File: src/rtl/coord_pkg.sv
// Shared types and constants for the coordinate display reader.
package coord_pkg;

    typedef enum logic {
        IDLE = 1'b0,
        SHOW = 1'b1
    } coord_state_e;

    typedef struct packed {
        logic [3:0] x;
        logic [3:0] y;
    } coord_pair_t;

    localparam int DEPTH = 4;

    // Active-low segment patterns, gfedcba order
    localparam logic [6:0] SEG_BLANK = 7'h7F;
    localparam logic [6:0] SEG_DASH  = 7'h3F;

endpackage

File: src/rtl/seg7_enc.sv
// Hex nibble to active-low seven-segment pattern (gfedcba).
module seg7_enc (
    input  logic [3:0] hex_i,
    output logic [6:0] seg_o
);

    logic [6:0] seg_on;

    // Table is written active-high and inverted on the way out
    always_comb begin
        seg_on = 7'h00;
        case (hex_i)
            4'h0: seg_on = 7'h3F;
            4'h1: seg_on = 7'h06;
            4'h2: seg_on = 7'h5B;
            4'h3: seg_on = 7'h4F;
            4'h4: seg_on = 7'h66;
            4'h5: seg_on = 7'h6D;
            4'h6: seg_on = 7'h7D;
            4'h7: seg_on = 7'h07;
            4'h8: seg_on = 7'h7F;
            4'h9: seg_on = 7'h67;
            4'hA: seg_on = 7'h77;
            4'hB: seg_on = 7'h7C;
            4'hC: seg_on = 7'h39;
            4'hD: seg_on = 7'h5E;
            4'hE: seg_on = 7'h79;
            4'hF: seg_on = 7'h71;
            default: seg_on = 7'h00;
        endcase
    end

    assign seg_o = ~seg_on;

endmodule

File: src/rtl/coord_display_reader.sv
// Buffers up to four (X,Y) pairs and cycles them on six seven-segment displays.
// Optional COORD_SUM_EN adds the x+y sum on H3 (low nibble) and H5 (carry).
module coord_display_reader
    import coord_pkg::*;
#(
    parameter int DWELL_CYCLES = 50_000_000
) (
    input  logic         clock,
    input  logic         reset,
    input  logic         wr_valid,
    input  logic [3:0]   wr_x,
    input  logic [3:0]   wr_y,
    output logic         wr_ready,
    output logic [6:0]   H1,
    output logic [6:0]   H2,
    output logic [6:0]   H3,
    output logic [6:0]   H4,
    output logic [6:0]   H5,
    output logic [6:0]   H6,
    output coord_state_e dbg_state_o
);

    localparam int DW = $clog2(DWELL_CYCLES);
    localparam logic [DW-1:0] DWELL_LAST = DW'(DWELL_CYCLES - 1);

    // Handshake: a pair transfers on a rising edge where wr_valid && wr_ready.
    // wr_ready drops only when full, and a (0,0) clear is always accepted.
    coord_state_e  state_q, state_d;
    logic [1:0]    index_q, index_d;
    logic [2:0]    count_q, count_d;
    logic [1:0]    wr_ptr_q, wr_ptr_d;
    logic [DW-1:0] dwell_q, dwell_d;
    coord_pair_t   mem_q [DEPTH];

    logic wr_is_zero, accept, do_clear, do_store;

    assign wr_is_zero = (wr_x == 4'd0) && (wr_y == 4'd0);
    assign wr_ready   = (count_q != 3'(DEPTH)) || wr_is_zero;
    assign accept     = wr_valid && wr_ready;
    assign do_clear   = accept && wr_is_zero;
    assign do_store   = accept && !wr_is_zero;

    always_comb begin
        state_d  = state_q;
        index_d  = index_q;
        count_d  = count_q;
        wr_ptr_d = wr_ptr_q;
        dwell_d  = dwell_q;
        if (do_clear) begin
            state_d  = IDLE;
            index_d  = 2'd0;
            count_d  = 3'd0;
            wr_ptr_d = 2'd0;
            dwell_d  = '0;
        end else begin
            if (do_store) begin
                wr_ptr_d = wr_ptr_q + 2'd1;
                count_d  = count_q + 3'd1;
            end
            case (state_q)
                IDLE: begin
                    if (do_store) begin
                        state_d = SHOW;
                        index_d = 2'd0;
                        dwell_d = '0;
                    end
                end
                SHOW: begin
                    // Wrap compares against the count held before this cycle's write
                    if (dwell_q == DWELL_LAST) begin
                        dwell_d = '0;
                        index_d = (({1'b0, index_q} + 3'd1) == count_q) ? 2'd0 : index_q + 2'd1;
                    end else begin
                        dwell_d = dwell_q + DW'(1);
                    end
                end
                default: state_d = IDLE;
            endcase
        end
    end

    always_ff @(posedge clock or negedge reset) begin
        if (!reset) begin
            state_q  <= IDLE;
            index_q  <= 2'd0;
            count_q  <= 3'd0;
            wr_ptr_q <= 2'd0;
            dwell_q  <= '0;
        end else begin
            state_q  <= state_d;
            index_q  <= index_d;
            count_q  <= count_d;
            wr_ptr_q <= wr_ptr_d;
            dwell_q  <= dwell_d;
        end
    end

    // Buffer contents survive reset; count alone defines what is valid
    always_ff @(posedge clock) begin
        if (do_store) begin
            mem_q[wr_ptr_q] <= '{x: wr_x, y: wr_y};
        end
    end

    coord_pair_t cur;
    logic        show;
    logic [6:0]  seg_x, seg_y, seg_idx, seg_cnt;

    assign cur  = mem_q[index_q];
    assign show = (state_q == SHOW);

    seg7_enc u_enc_y   (.hex_i(cur.y),             .seg_o(seg_y));
    seg7_enc u_enc_x   (.hex_i(cur.x),             .seg_o(seg_x));
    seg7_enc u_enc_idx (.hex_i({2'b00, index_q}),  .seg_o(seg_idx));
    seg7_enc u_enc_cnt (.hex_i({1'b0, count_q}),   .seg_o(seg_cnt));

    logic [6:0] h1_d, h2_d, h3_d, h4_d, h5_d, h6_d;
    logic [6:0] h1_q, h2_q, h3_q, h4_q, h5_q, h6_q;

`ifdef COORD_SUM_EN
    logic [4:0] sum;
    logic [6:0] seg_slo, seg_shi;

    assign sum = {1'b0, cur.x} + {1'b0, cur.y};

    seg7_enc u_enc_slo (.hex_i(sum[3:0]),          .seg_o(seg_slo));
    seg7_enc u_enc_shi (.hex_i({3'b000, sum[4]}),  .seg_o(seg_shi));

    assign h3_d = show ? seg_slo : SEG_DASH;
    assign h5_d = show ? seg_shi : SEG_DASH;
`else
    assign h3_d = SEG_BLANK;
    assign h5_d = SEG_BLANK;
`endif

    // Index and count are both zero whenever the FSM is idle
    assign h1_d = show ? seg_y : SEG_DASH;
    assign h2_d = show ? seg_x : SEG_DASH;
    assign h4_d = seg_idx;
    assign h6_d = seg_cnt;

    always_ff @(posedge clock or negedge reset) begin
        if (!reset) begin
            h1_q <= SEG_DASH;
            h2_q <= SEG_DASH;
            h3_q <= SEG_BLANK;
            h4_q <= 7'h40;
            h5_q <= SEG_BLANK;
            h6_q <= 7'h40;
        end else begin
            h1_q <= h1_d;
            h2_q <= h2_d;
            h3_q <= h3_d;
            h4_q <= h4_d;
            h5_q <= h5_d;
            h6_q <= h6_d;
        end
    end

    assign H1          = h1_q;
    assign H2          = h2_q;
    assign H3          = h3_q;
    assign H4          = h4_q;
    assign H5          = h5_q;
    assign H6          = h6_q;
    assign dbg_state_o = state_q;

endmodule

File: config.mk
export PLATFORM = sky130hd
export DESIGN_NAME = coord_display_reader
export DESIGN_NICKNAME = d
export VERILOG_FILES = /design/src/rtl/coord_pkg.sv /design/src/rtl/seg7_enc.sv /design/src/rtl/coord_display_reader.sv
export SDC_FILE = /design/constraint.sdc
export NUM_CORES = 1
export LEC_CHECK = 0
export BUFFER_PORTS_ARGS = -buffer_cell sky130_fd_sc_hd__buf_4
export CAP_MARGIN = 20
export CELL_PAD_IN_SITES_DETAIL_PLACEMENT = 2
export CELL_PAD_IN_SITES_GLOBAL_PLACEMENT = 2
export CORE_ASPECT_RATIO = 0.8
export CORE_UTILIZATION = 35
export CTS_BUF_LIST = sky130_fd_sc_hd__clkbuf_4
export CTS_CLUSTER_DIAMETER = 150
export DETAILED_ROUTE_END_ITERATION = 12
export PLACE_DENSITY = 0.84
export SYNTH_ARGS = -nofsm -noshare
export SYNTH_HDL_FRONTEND = slang
export SYNTH_HIERARCHICAL = 1
export SYNTH_SLANG_ARGS = --single-unit
export TNS_END_PERCENT = 10
File: constraint.sdc
create_clock -name clock -period 3.3 [get_ports clock]
set_clock_uncertainty 0.1 [all_clocks]
set_input_delay 0.33 -clock clock [delete_from_list [all_inputs] [get_ports clock]]
set_output_delay 0.33 -clock clock [all_outputs]
set_load 0.005 [all_outputs]
# Word level (Yosys, flattened, before mapping)
# Memory sizes are Yosys's and may differ from the RTL's.
# Cells that the tools add are included.
# W data, S select, Z words.
# op_classes
div	0
n_reduce_logical	10
shifts	0
addsub	5
n_mux	19
n_eq_ne	5
order_cmp	0
multipliers	0
bitwise_logic	5
# op_table
operator	n
$mux W26	3
$pmux W26 S2	1
$not A7 Y7	4
$add A26 B1 Y26 const B	1
$eq A26 B26 Y1 const B	1
$mux W7	2
$mux W2	6
$logic_not A4 Y1	2
$mux W3	2
$ne A3 B3 Y1 const B	2
$add A2 B1 Y2 const B	2
$logic_and A1 B1 Y1	4
$mux W1	4
$pmux W2 S2	1
$add A2 B1 Y3 const B	1
$add A3 B1 Y3 const B	1
$eq A3 B3 Y1	1
$ne A3 B1 Y1 const B	1
$reduce_and A2 Y1	1
$reduce_bool A2 Y1	1
$logic_not A1 Y1	1
$logic_or A1 B1 Y1	1
$not A1 Y1	1
# totals
mem_bits_ro	448
ramBits	32
out_inout_bits	44
mem_count	5
ff_bits	62
input_bits	11
latchBits	0
# memory_table
memory	depth	width	rd	rd_ports_with_merged_regs	write_ports	line_no	source
(no name shown)	16	7	1	0	0	seg7_enc.sv:12	case (hex_i)
(no name shown)	16	7	1	0	0	seg7_enc.sv:12	
(no name shown)	16	7	1	0	0	seg7_enc.sv:12	
(no name shown)	16	7	1	0	0	seg7_enc.sv:12	
mem_q	4	8	1	0	1	coord_display_reader.sv:33	coord_pair_t mem_q [DEPTH];

# Longest topological paths before layout
# depth
ltp_word	8
mapped_depth	8
depth_no_buf	7

# Hierarchy
# Netlist, hierarchy kept.
# by_module_without_submodules
mod	area_per_inst_um2	cells_each	instances
coord_display_reader	4159.0	323	1
seg7_enc	254.0	37	4

# Worst setup path before layout
# OpenSTA, ideal clock, no wires.
# synth_timing
path_type	reg-to-reg
startpoint	register index_q[0]
endpoint	register h1_q[3], in the netlist H1[3]
n_path_buf	1
t_required_ns	3.113
stages_incl_launch_ff	9
arrival_ns	2.411
path_slack_ns	0.702
synth_period_minus_slack_ns	2.598
path_cell_list	dfrtp_1 buf_1 mux4_2 inv_1 ha_1 mux2_4 nand2_1 o21ai_1 nand2b_1
# synth_rtl
element	line_no	source
start: declaration	coord_display_reader.sv:29	logic [1:0] index_q, index_d;
start signal: assignment	coord_display_reader.sv:91	index_q <= index_d;
end signal: assignment	coord_display_reader.sv:144	h1_q <= SEG_DASH;
end signal: assignment	coord_display_reader.sv:151	h1_q <= h1_d;
end: declaration	coord_display_reader.sv:118	logic [6:0] h1_q, h2_q, h3_q, h4_q, h5_q, h6_q;

# Worst setup path after layout
# layout_timing
startpoint	input wr_x[1]
endpoint	memory mem_q[0][0] (netlist bit) (enable)
# layout_between
elab_chain_cells	7
word_cells_on_any_way	8
classes_between	mux: 2; reduce/logical: 6
# layout_lines
element	line_no	source
start: declaration	coord_display_reader.sv:11	input logic [3:0] wr_x,
$logic_not A4 Y1 (*)	coord_display_reader.sv:37	assign wr_is_zero = (wr_x == 4'd0) && (wr_y == 4'd0);
$logic_and A1 B1 Y1 (*)	coord_display_reader.sv:37	
$logic_or A1 B1 Y1	coord_display_reader.sv:38	assign wr_ready = (count_q != 3'(DEPTH)) || wr_is_zero;
$logic_and A1 B1 Y1	coord_display_reader.sv:39	assign accept = wr_valid && wr_ready;
$logic_and A1 B1 Y1 (*)	coord_display_reader.sv:41	assign do_store = accept && !wr_is_zero;
$mux W1 (*)	coord_display_reader.sv:100	if (do_store) begin
$mux W1 (implied by the code) (*)	coord_display_reader.sv:101	mem_q[wr_ptr_q] <= '{x: wr_x, y: wr_y};
end: declaration	coord_display_reader.sv:33	
# Mark *: on every way between the ends. The rest lies on a longest branch, timed or not.

==> impl_results.md <==
- Vias: roughly 3800
- Post-synth top area share: 0.232
- Count of distinct cell types in the synthesized netlist: between 50 and 60
- Asr flop ratio synth: 0.660
- Half-perimeter wire length of the detailed placement result: a little under 10000 um
- GP Congestion: 0.754
- WL/cell: around 20 um
- Worst-Margin Slew: 0.992 ns
- Starting DRT DRC Count: 225
- Post-synthesis cell count: 471
- Via count of the first global-routing pass: 4225
- Design area: ~5800 um2
- Initial Utilization: 0.361
- Worst setup EP type: register
- Area Growth Syn to Fin: 11.5%
- Maximum fanout along the worst path: 8
- Overall routing resource usage: 0.201
- Max Buffers Root-to-Sink: 2
- Utilization after layout: 0.402
- Sequential fraction of the synthesis area: 0.489
- Synthesized area: 5170 um2
- Maximum resistive drop on vdd: between 300 and 400 uV
- Cell at the root of the clock tree: sky130_fd_sc_hd__clkbuf_4
- Final count of negative-setup-slack endpoints: 0
- Post_cts resized: 0
- Type of element launching the critical path: primary input
- Die width: 138 um
- Multi-input logic area: about 2400 um2
- Per-instance average area after synthesis: ~11 um2
- Number of nets still failing antenna checks after routing: 0
- Leakage power of the design: ~0.0024 uW
- Sink Count: 94
- Final max-slew violation count: 0
- Final critical path time including I/O delays and setup: between 2 and 3 ns
- Count of synthesis-stage warnings from yosys: 6
- # DRC: 0
- Relative slew slack: 0.339
- Layout cells sized above 1: 0.192
- Placed cell areas: 5530 um2
- Final hold violations: 0
- Total Die Area: ~15000 um2
- Max-cap violation count: 0
- Reg clk slew, reported paths: approximately 0.13 ns
- Via-to-Cell Ratio: about 5.4
- Most frequently used flop master after synthesis: sky130_fd_sc_hd__dfrtp_1
- Antenna violations before repair: 1
- Number of port buffers: 40
- Register bit count reported by yosys: 94
- Power density relative to cell area: slightly below 600 nW/um2
- Setup repair after global routing missed its margin: false
- Placeable Area: around 14000 um2
- Final setup TNS: 0 ns
- H-tree levels: 3
- Total routed wirelength: between 10000 and 15000 um
- GRT Residual Overflow: 0
- Status: complete, no violations
- Critical path data arrival time: ~2.6 ns
- Fill cell total of the finished layout: around 1500
- Overall die height: 111 um
- Layout Cells excl Fill: 711
- 1st-pass router iterations: 4
- Hold/Removal Path Class: in2async
- Worst-Skew Late Latency: 0.48 ns
- Number of core rows: 39
- Yosys top cell by area: sky130_fd_sc_hd__dfrtp_1
- Type of the worst setup path: in2reg
- Final net count: 560
- Final Cycle Share: 0.781
- Synth top area cells: sky130_fd_sc_hd__dfrtp_1 23%, sky130_fd_sc_hd__edfxtp_1 19%, sky130_fd_sc_hd__dfstp_2 7.1%
- Area taken by flip-flops and latches: 2530 um2
- Number of CTS-inserted buffers: 9
- Dpl cells: about 700
- Highest Clock Rate: between 300 and 400 MHz
- Global-route wire length before repair: between 20000 and 25000 um
- Number of enable flip-flop cells after synthesis: 32
- Clock tree from TritonCTS: done
- Maximum number of pins on one net before global-route repair: 63
- I/O pin cnt: 55
- Critical path required time: 3.36 ns
==> cell type report <==
cell class / instances / share of cell area
clock buffers: 10 / 0.0130
well taps: 184 / 0.0399
clock inverters: 6 / 0.00651
flip-flops and latches: 94 / 0.439
repair buffers: 55 / 0.0781
multi-input cells: 342 / 0.411
inverters: 19 / 0.0124
diodes: 1 / 0.000434
==> stage by stage <==
stage                     worst slack (ns)  hold WS [ns]  total power [uW]
after global placement               0.716         0.357              2660
after floorplan                      0.702       -0.0656              2380
final                                0.724         0.377              3350
after detailed placement             0.475         0.368              2780
after global routing                 0.594         0.408              3580
after CTS                            0.416         0.382              3380
==> worst max-delay path, stage by stage <==
cell and delay [ns]:
sky130_fd_sc_hd__dlygate4sd3_1 0.55, sky130_fd_sc_hd__buf_4 0.16, sky130_fd_sc_hd__or4_4 0.58, sky130_fd_sc_hd__or2_2 0.36, sky130_fd_sc_hd__and3_1 0.28, sky130_fd_sc_hd__and2_1 0.38
==> flip-flops by register name, summed over array words and instances (netlist names), named ones only <==
name and cells:
H1 7, H2 7, H4 7, H6 7, count_q 3, dwell_q 26, index_q 2, mem_q 32
wr_ptr_q 2
==> worst paths after layout <==
kind / from / to / slack, ns / depth (start not counted)
max in group asynchronous: reset / index_q[1] / 2.15 / 2
min in group clock: dwell_q[23] / dwell_q[23] / 0.39 / 1
hold / removal: reset / H2[6] / 0.38 / 2
setup reg to reg: dwell_q[7] / dwell_q[17] / 0.74 / 5
hold reg to reg: dwell_q[23] / dwell_q[23] / 0.39 / 1
setup / recovery: wr_x[1] / mem_q[0][0] / 0.72 / 6
==> routing by layer <==
metal	track usage	wire [um]	vias to the layer above
met4	0.0739	303	0
li1	-	-	1765
met3	0.0370	443	25
met1	0.247	6180	1980
met5	0	0	-
met2	0.346	7480	79
==> cell families after synthesis <==
kind of cell / count (synthesis) / synth area share
DFF: 94 / 0.489
AOI/OAI and AO/OA: 107 / 0.130
muxes: 25 / 0.0723
xor gates and xnor gates: 3 / 0.00508
other: 2 / 0.00145
and+or+nand+nor: 152 / 0.164
adders and majority gates: 28 / 0.0677
buffers and inverters: 60 / 0.0708
==> power breakdown <==
group | internal [uW] | total, uW | switching [uW]
registers | 1500 | 1710 | 207
clock network | 162 | 567 | 405
logic | 496 | 1080 | 586
==> synthesized netlist by cell type (10+ instances only) <==
master / n
sky130_fd_sc_hd__a21oi_1: 33
sky130_fd_sc_hd__a31oi_1: 11
sky130_fd_sc_hd__buf_4: 18
sky130_fd_sc_hd__dfrtp_1: 48
sky130_fd_sc_hd__dfstp_2: 14
sky130_fd_sc_hd__edfxtp_1: 32
sky130_fd_sc_hd__ha_1: 28
sky130_fd_sc_hd__inv_1: 19
sky130_fd_sc_hd__mux2i_1: 10
sky130_fd_sc_hd__nand2_1: 38
sky130_fd_sc_hd__nand2b_1: 17
sky130_fd_sc_hd__nand3_1: 14
sky130_fd_sc_hd__nand4_1: 16
sky130_fd_sc_hd__nor2_1: 19
sky130_fd_sc_hd__o21ai_0: 28
sky130_fd_sc_hd__o21ai_1: 10
==> cell usage in the layout, fill, tap and decap left out, types with 3 or more instances in the layout <==
| cell type | synthesis | final |
|---|---|---|
| sky130_fd_sc_hd__dfrtp_1 | 48 | 48 |
| sky130_fd_sc_hd__buf_4 | 18 | 44 |
| sky130_fd_sc_hd__nand2_1 | 38 | 38 |
| sky130_fd_sc_hd__a21oi_1 | 33 | 33 |
| sky130_fd_sc_hd__edfxtp_1 | 32 | 32 |
| sky130_fd_sc_hd__o21ai_0 | 28 | 28 |
| sky130_fd_sc_hd__ha_1 | 28 | 28 |
| sky130_fd_sc_hd__conb_1 | 2 | 27 |
| sky130_fd_sc_hd__inv_1 | 19 | 19 |
| sky130_fd_sc_hd__nor2_1 | 19 | 19 |
| sky130_fd_sc_hd__nand2b_1 | 17 | 17 |
| sky130_fd_sc_hd__nand4_1 | 16 | 16 |
| sky130_fd_sc_hd__dfstp_2 | 14 | 14 |
| sky130_fd_sc_hd__nand3_1 | 14 | 14 |
| sky130_fd_sc_hd__a31oi_1 | 11 | 11 |
| sky130_fd_sc_hd__mux2i_1 | 10 | 10 |
| sky130_fd_sc_hd__o21ai_1 | 10 | 10 |
| sky130_fd_sc_hd__clkbuf_4 | 0 | 10 |
| sky130_fd_sc_hd__dlygate4sd3_1 | 0 | 10 |
| sky130_fd_sc_hd__and3_1 | 9 | 9 |
| sky130_fd_sc_hd__mux4_2 | 8 | 8 |
| sky130_fd_sc_hd__and2_1 | 8 | 8 |
| sky130_fd_sc_hd__and4_1 | 5 | 5 |
| sky130_fd_sc_hd__nand3b_1 | 5 | 5 |
| sky130_fd_sc_hd__nor2b_1 | 4 | 4 |
| sky130_fd_sc_hd__o32ai_1 | 4 | 4 |
| sky130_fd_sc_hd__mux2_4 | 4 | 4 |
| sky130_fd_sc_hd__and2_2 | 4 | 4 |
| sky130_fd_sc_hd__o211ai_1 | 4 | 4 |
| sky130_fd_sc_hd__a211oi_1 | 4 | 4 |
| sky130_fd_sc_hd__or4_4 | 3 | 3 |
| sky130_fd_sc_hd__mux2_2 | 3 | 3 |
| sky130_fd_sc_hd__nor4_1 | 3 | 3 |
| sky130_fd_sc_hd__a22o_1 | 3 | 3 |
| sky130_fd_sc_hd__clkinv_1 | 0 | 3 |
==> repair_timing <==
action,in CTS,in global routing
endpoints found under the hold margin,81,0
hold buffers,10,0
setup buffers,0,0
No activity file was read; power rests on OpenSTA's default activity.
